==> config.mk <==
export PLATFORM = sky130hd
export DESIGN_NAME = xor_descrambler
export DESIGN_NICKNAME = d
export VERILOG_FILES = /design/src/rtl/xor_descrambler.sv
export SDC_FILE = /design/constraint.sdc
export NUM_CORES = 1
export LEC_CHECK = 0
export ABC_AREA = 1
export ABC_CLOCK_PERIOD_IN_PS = 1400
export BUFFER_PORTS_ARGS = -buffer_cell sky130_fd_sc_hd__buf_2
export CAP_MARGIN = 20
export CORE_MARGIN = 2
export CORE_UTILIZATION = 35
export CTS_CLUSTER_SIZE = 12
export DETAILED_ROUTE_END_ITERATION = 16
export SLEW_MARGIN = 20
export SYNTH_ARGS = -nofsm -noshare
export SYNTH_HDL_FRONTEND = slang
export SYNTH_SLANG_ARGS = --single-unit
export TNS_END_PERCENT = 100
==> constraint.sdc <==
create_clock -name clk -period 1.4 [get_ports clk]
set_input_delay 0.07 -clock clk [delete_from_list [all_inputs] [get_ports clk]]
set_output_delay 0.07 -clock clk [all_outputs]
set_load 0.02 [all_outputs]
==> src/rtl/xor_descrambler.sv <==
// Descrambles a 32-bit word stream by XOR with a Galois LFSR keystream.
// The keystream advances once per accepted word; output is a one-deep registered stage.
module xor_descrambler #(
  parameter logic [31:0] TAPS = 32'h80200003
) (
  input  logic        clk,
  input  logic        rst_n,
  input  logic        seed_load,
  input  logic [31:0] seed,
  input  logic        in_valid,
  input  logic [31:0] in_data,
  output logic        in_ready,
  output logic        out_valid,
  output logic [31:0] out_data,
  input  logic        out_ready,
  output logic [15:0] word_count,
  output logic        busy
);

  typedef enum logic {
    IDLE = 1'b0,
    RUN  = 1'b1
  } state_t;

  state_t      state;
  state_t      state_next;
  logic [31:0] lfsr;
  logic [31:0] lfsr_step;
  logic        xfer;

  always_ff @(posedge clk or negedge rst_n) begin
    if (!rst_n) begin
      state <= IDLE;
    end else begin
      // NOTE: sequential state always uses non-blocking assignment so every
      // register samples pre-edge values regardless of block ordering.
      state <= state_next;
    end
  end

  // RUN is absorbing; only reset returns the block to IDLE.
  always_comb begin
    state_next = state;
    if (seed_load) state_next = RUN;
  end

  assign busy      = (state == RUN);
  assign in_ready  = busy & ~seed_load & (~out_valid | out_ready);
  assign xfer      = in_valid & in_ready;
  assign lfsr_step = (lfsr >> 1) ^ (lfsr[0] ? TAPS : 32'h0);

  always_ff @(posedge clk or negedge rst_n) begin
    if (!rst_n) begin
      lfsr       <= 32'h00000001;
      word_count <= 16'h0000;
    end else if (seed_load) begin
      // An all-zero Galois LFSR would never leave zero, so substitute 1.
      lfsr       <= (seed == 32'h0) ? 32'h00000001 : seed;
      word_count <= 16'h0000;
    end else if (xfer) begin
      lfsr       <= lfsr_step;
      word_count <= word_count + 16'd1;
    end
  end

  always_ff @(posedge clk or negedge rst_n) begin
    if (!rst_n) begin
      // NOTE: out_data is reset too because reset must expose a zero output
      // word; a wide datapath register without that need could skip reset.
      out_valid <= 1'b0;
      out_data  <= 32'h0;
    end else if (xfer) begin
      out_valid <= 1'b1;
      out_data  <= in_data ^ lfsr;
    end else if (out_ready) begin
      out_valid <= 1'b0;
    end
  end

endmodule

Word-level counts from Yosys, hierarchy flattened
Cells that the tools add are included.
Cells by class
  add/sub/neg operators: 1
  muxes and demuxes: 8
  bitwise operators: 8
  reduce and logical (&&, ||, !) cells: 3
Operators with widths (count)
  $mux W32: 4
  $logic_not A32 Y1: 1
  $mux W16: 2
  $xor A31 B32 Y32: 1
  $xor A32 B32 Y32: 1
  $add A16 B1 Y16 const B: 1
  $reduce_bool A2 Y1: 2
  $and A1 B1 Y1: 3
  $mux W1: 2
  $not A1 Y1: 2
  $or A1 B1 Y1: 1
Word-level totals
  register bits: 82
  bits of input ports: 69
  output and inout bits: 51
  logic and storage cells: 25

Depth between registers and ports, before layout
  depth in word-level cells: 6
  mapped depth: 10
  gate-level depth less buffers: 8

Least setup slack after synthesis
Ideal clock, no wire load.
  path type: reg2reg
  start point: reg state (netlist: busy)
  end point: reg lfsr[21]
  setup time: 130 ps
  arrival time: 1332 ps
  data required time: 1270 ps
  path slack: -63 ps
  stages on the path, launching flop included: 9
  buffers on the path: 1
  period minus slack after synthesis: 1463 ps
  path through: dfrtp_1 -> nand2_2 -> nor2_4 -> nand2_2 -> nand2_2 -> inv_2 -> buf_4 -> nand2_1 -> o211ai_1
On the way
  word-level cells in the longest chain between the ends: 4
RTL lines
  from (decl): RTL line 25  | state_t state;
  from (signal assigned): RTL line 37  | state <= state_next;
  $and A1 B1 Y1 (2 in series): RTL line 48  | assign in_ready = busy & ~seed_load & (~out_valid | out_ready);
  via in_ready: RTL line 12  | output logic in_ready,
  $and A1 B1 Y1: RTL line 49  | assign xfer = in_valid & in_ready;
  $reduce_bool A2 Y1 (no source line)
  to (signal assigned): RTL line 58  | lfsr <= (seed == 32'h0) ? 32'h00000001 : seed;
  to (signal assigned): RTL line 61  | lfsr <= lfsr_step;
  to (decl): RTL line 27  | logic [31:0] lfsr;
The timed path passes the listed nets, and every way through them passes these cells.
A chain may end at the register's enable or synchronous reset.

Worst setup path after layout
  start point: reg out_valid
  end point: out in_ready
On the way
  word-level cells in the longest chain between the ends: 3
RTL lines
  from (decl): RTL line 13  | output logic out_valid,
  from (signal assigned): RTL line 70  | out_valid <= 1'b0;
  from (signal assigned): RTL line 73  | out_valid <= 1'b1;
  from (signal assigned): RTL line 76  | out_valid <= 1'b0;
  $not A1 Y1: RTL line 48
  $or A1 B1 Y1: RTL line 48
  $and A1 B1 Y1: RTL line 48
  to (decl): RTL line 12
Every way passes these cells.

==> results.json <==
{
  "status": "finished clean",
  "start_util_pct": 36.30,
  "wl_per_cell_um": 13.87,
  "io_buffers": 119,
  "yosys.area_share.adder_pct": 0.3152,
  "ios": 120,
  "maxCapViolCount": 0,
  "dr.pass1.iters": 4,
  "first_iter_violations": 172,
  "cts_max_level": 3,
  "drive_gt1_share_pct": 26.84,
  "floorplan.core_area_um2": 10940,
  "fin_area_um2": 5364,
  "fmax_ghz": 0.7595,
  "netlist_area_um2": 3970,
  "synth_compound_area_share_pct": 11.35,
  "dpl_cell_area_um2": 4822,
  "antenna_found_initial": 0,
  "timing.final.crit_share_pct": 94.05,
  "drc_errors": 0,
  "place_congestion": 0.8706,
  "r2r_slack_ns": 0.10,
  "postCtsSetupBuffers": 0,
  "root_buffer": "clkbuf_16",
  "synth_cells": 471,
  "cts_buffers": 9,
  "grt_pass1_vias": 3581,
  "setup-tns-final_ns": 0,
  "critPathLaunchType": "register",
  "synth_area_leader_cell": "dfrtp_1",
  "r2r_cells": 8,
  "grt_use_total_pct": 17.68,
  "via_per_inst": 4.805,
  "cts.sinks": 82,
  "avgSynthCellArea_um2": 8.429,
  "worstSkewPairLatency_ns": 0.34,
  "drtAntennaViolNets": 0,
  "syn-num-nets": 541,
  "clk_pin_slew_worst_paths_ns": 0.06,
  "cp_max_fo": 2,
  "final_common_cell": "buf_2",
  "crit_type": "register to primary output",
  "endpoint": "in_ready",
  "clockBufferDepth": 2,
  "synth_mux_area_share_pct": 0,
  "grt_overflow": 0,
  "place_hpwl_um": 7665,
  "vias": 3681,
  "final_hold_viol_count": 0,
  "p_per_area_nw_per_um2": 1268,
  "min_period_ns": 1.317,
  "layout_common_cells": "buf_2 (118), nand2_1 (99), nor2_1 (98)",
  "worstMarginPinSlew_ns": 0.2916,
  "yosys.area_share.simple_pct": 23.38,
  "ys_types": 29,
  "cts_tree": "done",
  "synthToLayoutAreaGrowth_pct": 35.11,
  "yosysSeqAreaShare_pct": 51.72,
  "rsz0062_at_grt": "false",
  "drv_slew": 0,
  "routed_wl_um": 10630,
  "vdd.ir_drop.worst_mv": 0.5696,
  "grt_max_degree": 48,
  "setup_viol": 0,
  "num_rows": 38,
  "die_y_um": 110.5,
  "p_leak_nw": 2.539,
  "slew_headroom_pct": 80.56,
  "finalClockSkew_ns": 0.006238,
  "synth_xor_xnor_area_share_pct": 8.163,
  "synth_seq_cells": 82,
  "endpoint_kind": "primary output",
  "crit_start": "out_valid",
  "synth_top_family_by_area": "simple AND/OR/NAND/NOR gates",
  "yosysTopAreaCellShare_pct": 51.06,
  "critical_path_arrival_ns": 1.25,
  "worstPathRequired_ns": 1.33,
  "rr_startpoint": "out_valid",
  "n_antenna_cell": 0,
  "synth_warnings": 0,
  "die_area_um2": 12210,
  "r2r_end": "word_count[3]",
  "grt_pass1_wl_um": 17570,
  "holdCritPathClass": "input port to register",
  "die_w_um": 110.5,
  "final_nets": 693,
  "synth_area_leaders": "dfrtp_1 (51%), nor2_1 (9.5%), nand2_1 (9.4%)"
}
## how the worst min path moves through the flow
stage / from / to / cells past startpoint
global route: seed[17] / lfsr[17] / 3
finish: seed[1] / lfsr[1] / 3
detailed placement: rst_n / out_data[25] / 1
global placement: rst_n / out_data[25] / 1
CTS: seed[18] / lfsr[18] / 3
floorplan: rst_n / busy / 0
## cell families after synthesis
| family | count (synthesis) |
|---|---|
| xor+xnor | 37 |
| buf+inv | 41 |
| fa+ha+maj | 1 |
| flops | 82 |
| compound gates | 80 |
| simple gates | 230 |
## synth_stat cells, drive strengths merged
library cell  number
nand2            102
nor2             102
dfrtp             81
o21ai             42
xnor2             35
o22ai             29
inv               21
buf               14
nand3             13
nand4             12
clkbuf             6
a21oi              4
o21bai             2
xor2               2
a22o               1
dfstp              1
ha                 1
nor3               1
o211ai             1
o31ai              1
## power by group
| group | total, mW | leakage [nW] | switching, mW | internal [mW] |
|---|---|---|---|---|
| clock network | 2.16 | 0.127 | 0.934 | 1.22 |
| registers | 3.02 | 0.998 | 0.272 | 2.75 |
| logic | 1.62 | 1.41 | 0.932 | 0.686 |
## stage by stage
step           total power [mW]  hold slack (ns)  utilization, %  setup WS, ns  cells
2_1_floorplan             3.981          -0.2256               -      -0.02779    471
3_3_place_gp              4.603         -0.02650           44.10        0.1110    727
3_5_place_dp              4.634         -0.02438           44.10       0.08538    727
4_1_cts                   6.858        0.0007133           48.76       0.06187    766
5_1_grt                   7.178         0.007760           49.05    0.00007938    766
6_report                  6.799         0.002977           49.05       0.08335    766
## critical path, cell delays in order (launching register included)
cell     delay, ns
dfrtp_2       0.40
inv_2         0.07
nor2_4        0.04
nor2_4        0.12
buf_4         0.13
buf_2         0.15
## cell type report
type	count	area (um2)
fill	1090	5572
sequential	82	2059
multi-input combinational	348	1755
timing repair buffer	161	1030
clock buffer	11	242.7
tap	140	175.2
inverter	21	83.83
clock inverter	3	17.52
## repair_timing
action / CTS / global route
hold endpoints to repair: 105 / 0
setup endpoints to repair: 0 / 9
hold buffers: 25 / 0
resized for setup: 0 / 10
## sequential cells by signal, indices dropped and copies added, names as in the netlist
signal,flops
out_valid,1
out_data,32
lfsr,32
busy,1
word_count,16
## metal layers
| metal | track usage [%] | part of all wire, % | up-vias |
|---|---|---|---|
| met5 | 0 | 0 | - |
| li1 | - | - | 1852 |
| met2 | 28.55 | 48 | 102 |
| met4 | 7.417 | 1.4 | 0 |
| met3 | 3.238 | 4.6 | 11 |
| met1 | 23.38 | 46 | 1716 |
Note: power is estimated with default switching activity, not from simulation.
